===== config.mk =====
export PLATFORM = sky130hd
export DESIGN_NAME = riio_pwr_seq
export DESIGN_NICKNAME = d
export VERILOG_FILES = /design/src/rtl/riio_pwr_seq.sv
export SDC_FILE = /design/constraint.sdc
export NUM_CORES = 1
export LEC_CHECK = 0
export BUFFER_PORTS_ARGS = -buffer_cell sky130_fd_sc_hd__buf_2
export CAP_MARGIN = 10
export CORE_MARGIN = 5
export CORE_UTILIZATION = 50
export CTS_CLUSTER_DIAMETER = 80
export CTS_CLUSTER_SIZE = 30
export DETAILED_ROUTE_END_ITERATION = 7
export MAX_ROUTING_LAYER = met4
export PLACE_DENSITY = 0.69
export SETUP_SLACK_MARGIN = 0.02
export SYNTH_ARGS = -nofsm -noshare
export SYNTH_HDL_FRONTEND = slang
export SYNTH_SLANG_ARGS = --single-unit

===== constraint.sdc =====
create_clock -name clk -period 5.9 [get_ports clk]
set_input_delay 0.885 -clock clk [delete_from_list [all_inputs] [get_ports clk]]
set_output_delay 0.885 -clock clk [all_outputs]
set_load 0.02 [all_outputs]

===== src/rtl/riio_pwr_seq.sv =====
// riio_pwr_seq: sequences NCH IO supply switches on in ascending order, each
// gated by a qualified power-good, and off in descending order with a fixed
// settle wait. Loss of power-good or a stuck channel latches a fault.
// Optional feature macro: RIIO_PWR_SEQ_DEBOUNCE_EN
//   defined   : a channel qualifies after DEB_CYC consecutive high pg_s cycles
//   undefined : a channel qualifies on the first high pg_s cycle (no counter)
// The power-down settle wait always lasts DEB_CYC cycles per channel.
module riio_pwr_seq #(
  parameter int NCH     = 4,
  parameter int DEB_CYC = 8,
  parameter int TIMEOUT = 255,
  parameter int CW      = (NCH > 1) ? $clog2(NCH) : 1
) (
  input  logic           clk,
  input  logic           rst_n,
  input  logic           req_on_i,
  input  logic [NCH-1:0] pg_i,
  input  logic           clr_fault_i,
  output logic [NCH-1:0] en_o,
  output logic           busy_o,
  output logic           on_o,
  output logic           fault_o,
  output logic [CW-1:0]  fault_ch_o
);

  typedef enum logic [2:0] {S_OFF, S_UP, S_ON, S_DOWN, S_FAULT} state_t;

  localparam logic [CW-1:0] LAST_CH   = CW'(NCH - 1);
  localparam logic [7:0]    WAIT_LAST = 8'(DEB_CYC - 1);
  localparam logic [15:0]   TMO_V     = 16'(TIMEOUT);

  state_t         state, state_nxt;
  logic [CW-1:0]  ch, ch_nxt;
  logic [CW-1:0]  fault_ch_nxt;
  logic [CW-1:0]  low_idx;
  logic [NCH-1:0] pg_meta, pg_s;
  logic [15:0]    tmr, tmr_nxt;
  logic [7:0]     wcnt, wcnt_nxt;
  logic           qualified;
  logic [NCH-1:0] en_nxt;
  logic           busy_nxt, on_nxt, fault_nxt;

`ifdef RIIO_PWR_SEQ_DEBOUNCE_EN
  localparam logic [7:0] DEB_V = 8'(DEB_CYC);
  logic [7:0] qcnt, qcnt_nxt;
  assign qualified = (qcnt == DEB_V);
`else
  assign qualified = pg_s[ch];
`endif

  // Lowest-index channel whose synchronised power-good is low.
  always_comb begin
    low_idx = '0;
    for (int i = NCH - 1; i >= 0; i--) begin
      if (!pg_s[i]) low_idx = CW'(i);
    end
  end

  // Next-state logic: sequencing decisions plus counter and channel updates.
  always_comb begin
    // NOTE: every variable gets a default before the case so no path leaves
    // it unassigned; a missing default would infer a latch.
    state_nxt    = state;
    ch_nxt       = ch;
    fault_ch_nxt = fault_ch_o;
    tmr_nxt      = (tmr == 16'hFFFF) ? tmr : tmr + 16'd1;
    wcnt_nxt     = '0;
`ifdef RIIO_PWR_SEQ_DEBOUNCE_EN
    qcnt_nxt     = '0;
`endif
    unique case (state)
      S_OFF: begin
        if (req_on_i) begin
          state_nxt = S_UP;
          ch_nxt    = '0;
          tmr_nxt   = '0;
        end
      end
      S_UP: begin
        if (!req_on_i) begin
          // Pending channel is already switched on; shed it first.
          state_nxt = S_DOWN;
        end else if (qualified) begin
          // Qualification beats a timeout reached in the same cycle.
          if (ch == LAST_CH) begin
            state_nxt = S_ON;
          end else begin
            ch_nxt  = ch + 1'b1;
            tmr_nxt = '0;
          end
        end else if (tmr == TMO_V) begin
          state_nxt    = S_FAULT;
          fault_ch_nxt = ch;
        end else begin
`ifdef RIIO_PWR_SEQ_DEBOUNCE_EN
          if (pg_s[ch]) qcnt_nxt = (qcnt == 8'hFF) ? qcnt : qcnt + 8'd1;
`endif
        end
      end
      S_ON: begin
        // Supply loss outranks a power-down request.
        if (pg_s != '1) begin
          state_nxt    = S_FAULT;
          fault_ch_nxt = low_idx;
        end else if (!req_on_i) begin
          state_nxt = S_DOWN;
          ch_nxt    = LAST_CH;
        end
      end
      S_DOWN: begin
        if (wcnt == WAIT_LAST) begin
          if (ch == '0) state_nxt = S_OFF;
          else          ch_nxt    = ch - 1'b1;
        end else begin
          wcnt_nxt = (wcnt == 8'hFF) ? wcnt : wcnt + 8'd1;
        end
      end
      S_FAULT: begin
        if (clr_fault_i && !req_on_i) state_nxt = S_OFF;
      end
      default: state_nxt = S_OFF;
    endcase
  end

  // Output decode from the next state so every output leaves a flop.
  always_comb begin
    busy_nxt  = (state_nxt == S_UP) || (state_nxt == S_DOWN);
    on_nxt    = (state_nxt == S_ON);
    fault_nxt = (state_nxt == S_FAULT);
    en_nxt    = '0;
    for (int i = 0; i < NCH; i++) begin
      unique case (state_nxt)
        S_UP:    en_nxt[i] = (i <= int'(ch_nxt));
        S_ON:    en_nxt[i] = 1'b1;
        S_DOWN:  en_nxt[i] = (i < int'(ch_nxt));
        default: en_nxt[i] = 1'b0;
      endcase
    end
  end

  // State, counters, synchroniser and registered outputs; synchronous reset.
  always_ff @(posedge clk) begin
    // NOTE: sequential state uses non-blocking assignments so all flops
    // sample pre-edge values regardless of statement order.
    if (!rst_n) begin
      state      <= S_OFF;
      ch         <= '0;
      pg_meta    <= '0;
      pg_s       <= '0;
      tmr        <= '0;
      wcnt       <= '0;
`ifdef RIIO_PWR_SEQ_DEBOUNCE_EN
      qcnt       <= '0;
`endif
      en_o       <= '0;
      busy_o     <= 1'b0;
      on_o       <= 1'b0;
      fault_o    <= 1'b0;
      fault_ch_o <= '0;
    end else begin
      state      <= state_nxt;
      ch         <= ch_nxt;
      pg_meta    <= pg_i;
      pg_s       <= pg_meta;
      tmr        <= tmr_nxt;
      wcnt       <= wcnt_nxt;
`ifdef RIIO_PWR_SEQ_DEBOUNCE_EN
      qcnt       <= qcnt_nxt;
`endif
      en_o       <= en_nxt;
      busy_o     <= busy_nxt;
      on_o       <= on_nxt;
      fault_o    <= fault_nxt;
      fault_ch_o <= fault_ch_nxt;
    end
  end

endmodule


==> results.md <==
- First-pass detailed-route iteration total: 4
- WP buf/inv: 0
- RSZ-0062 raised after global routing: false
- Full die area: between 0.005 and 0.006 mm^2
- Pin count of the biggest net entering global routing: 22
- Area of the multi-input gates: roughly 0.0012 mm^2
- Placed cells: ~300
- Path type of the worst setup path: register to register
- Reg2reg start: ch[0]$_SDFF_PN0_
- Share of post-route cells with drive strength above 1: around an eighth
- Post-CTS Hold Fix Bufs: 0
- Area added between synthesis and finish: 11.9%
- Fin. Hold Viols: 0
- Tmin final: roughly 2.4 ns
- CTS tree: done
- Wirelength per Cell: around 13 um
- Num CTS Buffers: 5
- Final hold slack: 0.438 ns
- Status: finished clean
- Post-cts sizing count: 0
- Rel. slew slack: 27.9%
- Congestion Overflow GR: 0
- Worst Path Arrival: between 2 and 3 ns
- H-tree Lvls: 2
- Top cells by instance count after synthesis: dfxtp_1, nor2_1, nand2_1
- Detailed-placement wirelength estimate: between 2 and 3 mm
- Crit-path max cell delay: 0.59 ns
- Seq pwr share: roughly half
- Total Wirelength: slightly below 4 mm
- Sw frac: a little under a quarter
- RePlAce Congestion: between 0.8 and 0.9
- Non-filler cells, final: about 300
- Worst path slowest cell: mux4_2
- Number of port buffers: 16
- Starting Density: 52.5%
- Most common cell in the synthesized netlist: dfxtp_1
- Switching pwr: between 150 and 200 uW
- Crit path cell chain: mux4_2, or3_4, a311o_4, o21ai_1, a41oi_1
- First-pass GRT wire length: around 6.8 mm
- Global-route total usage across every layer: approximately 16%
- Final setup margin: between 3 and 4 ns
- Worst slew pin tran: roughly 1.1 ns
- Critical path required time: around 6.1 ns
- Post-CTS setup buffer count: 0
- Synthesized area per cell: 8.99 um^2
- Worst Setup SP: ch[0]$_SDFF_PN0_
- Top delay family on crit path: compound AO/OA/AOI/OAI gates
- Setup Skew: ~0.0072 ns
- Die Wd: about 75 um
- Top post-synthesis cells by area: dfxtp_1, nor2_1, xnor2_1
- Worst-path clk slew: 0.08 ns
- DR vias: 1704
- Syn Nets: 247
- Setup TNS: 0 ns
- Warnings from Yosys: 0
- Cell variety after synth: 52
- Main flop type after synthesis: dfxtp_1
- # diodes: 0
- Startpoint Class: register
- Chip Height: around 75 um
- Hold WC Path Type: register to register
- Synth top area share: 43.2%
- Cell Area, Synth: 0.00213 mm^2
- Max Cap Viol: 0
- Max Freq: approximately 410 MHz
- Async set-reset flop share out of synthesis: 0%
- I/O pins: 17
- Tcrit/Tclk final: between 40% and 50%
- Worst skew pair latency: a little under 0.3 ns
- Root Buffer: clkbuf_8
- Clock power share: about 40%
- Worst vdd ir: about 0.16 mV
- Number of global-route vias before repair: ~1.5k
- Hold path startpoint: pg_meta[3]$_SDFF_PN0_
- Final #Nets: roughly 260
- Cells after synthesis: 237
- Row cnt: 23
- Cell-internal power: around 540 uW
- Combinational Power Share: between 10% and 20%
- Crit end category: register
- Seq/Total Area, Yosys: 43.2%
- Final ANT Viol Nets: 0
- Bufs on Longest Clock Path: 2
- Pwr per Cell Area: between 200 and 300 mW/mm^2
- Dpl ws: 3.21 ns
- FF+latch count, synth: 46
- Final Slew Violations: 0
- Post-synth EDFFs: 0
- Reg area: 921 um^2
- Post-route DRC violation count: 0
- Initial antenna violation count: 0
- Clock tree sinks: 46
- Synth area leader: dfxtp_1
- Detailed-route vias per instance: around 5.6
- Crit Path Max Fanout: 12
- Initial DRC count: approximately 150
- Fillers: 365
- Core area: between 0.004 and 0.005 mm^2
- Setup Viol. Count Final: 0
- Pleak: 0.000874 uW
final timing paths:
kind | slack [ns] | endpoint | depth (start not counted)
max | 3.48 | en_o[0]$_SDFF_PN0_ | 5
min | 0.44 | pg_s[3]$_SDFF_PN0_ | 1
max reg2reg | 3.48 | en_o[0]$_SDFF_PN0_ | 5
min reg2reg | 0.44 | pg_s[3]$_SDFF_PN0_ | 1
power groups by stage:
stage / registers [uW] / logic [uW] / clock network, uW
finish: 339 / 82.2 / 281
global route: 341 / 90.9 / 305
CTS: 339 / 83.3 / 291
detailed placement: 346 / 83.2 / 0
global placement: 346 / 82.5 / 0
floorplan: 352 / 55.8 / 0
cells in the final DEF (no fill, tap or decap), drive strengths merged, types with 4 or more instances in the layout:
| cell type | synthesis | routed |
|---|---|---|
| or3 | 4 | 4 |
| a21oi | 8 | 8 |
| nor2 | 26 | 26 |
| nand4 | 8 | 8 |
| xnor2 | 9 | 9 |
| clkbuf | 6 | 6 |
| o21ai | 7 | 7 |
| nand2 | 20 | 20 |
| dfxtp | 46 | 46 |
| nand3 | 11 | 11 |
| and2 | 12 | 12 |
| nor2b | 5 | 5 |
| buf | 2 | 16 |
| xor2 | 7 | 7 |
| nor3 | 10 | 10 |
layer usage:
layer | vias to the layer above | global-route usage, % | wire, um
met2 | 32 | 25.5 | 1840
li1 | 878 | - | -
met1 | 787 | 19.6 | 1850
met4 | 0 | 5.44 | 59
met5 | - | - | 0
met3 | 7 | 3.47 | 164
area by class of cell:
cell class                      count  area share, %
Clock buffer                        6           3.46
Clock inverter                      2           2.52
Inverter                            3          0.472
Multi-Input combinational cell    180           48.9
Sequential cell                    46           38.6
Tap cell                           50           2.62
Timing Repair Buffer               16           3.36
metrics by stage:
step           cell area (um^2)  total power [uW]  utilization [%]
6_report                   2380               702             58.7
3_5_place_dp               2240               429             55.2
3_3_place_gp               2240               428             55.2
4_1_cts                    2380               713             58.7
2_1_floorplan              2130               408                -
5_1_grt                    2380               737             58.7
cells by family after synthesis:
| family | Yosys count | synth area share [%] |
|---|---|---|
| AND/OR/NAND/NOR | 121 | 32.0 |
| flip-flops | 46 | 43.2 |
| AO/OA/AOI/OAI | 38 | 13.0 |
| XOR/XNOR | 16 | 6.58 |
| buffers and inverters | 11 | 2.00 |
| multiplexers | 3 | 2.06 |
| adder cells (fa/ha/maj) | 2 | 1.17 |
registers in the layout (all words and copies together) (netlist names):
| register | count |
|---|---|
| fault_ch_o | 2 |
| ch | 2 |
| on_o | 1 |
| pg_s | 4 |
| pg_meta | 4 |
| tmr | 16 |
| wcnt | 8 |
| fault_o | 1 |
| en_o | 4 |
| state | 3 |
| busy_o | 1 |
(Power assumes the default switching activity.)
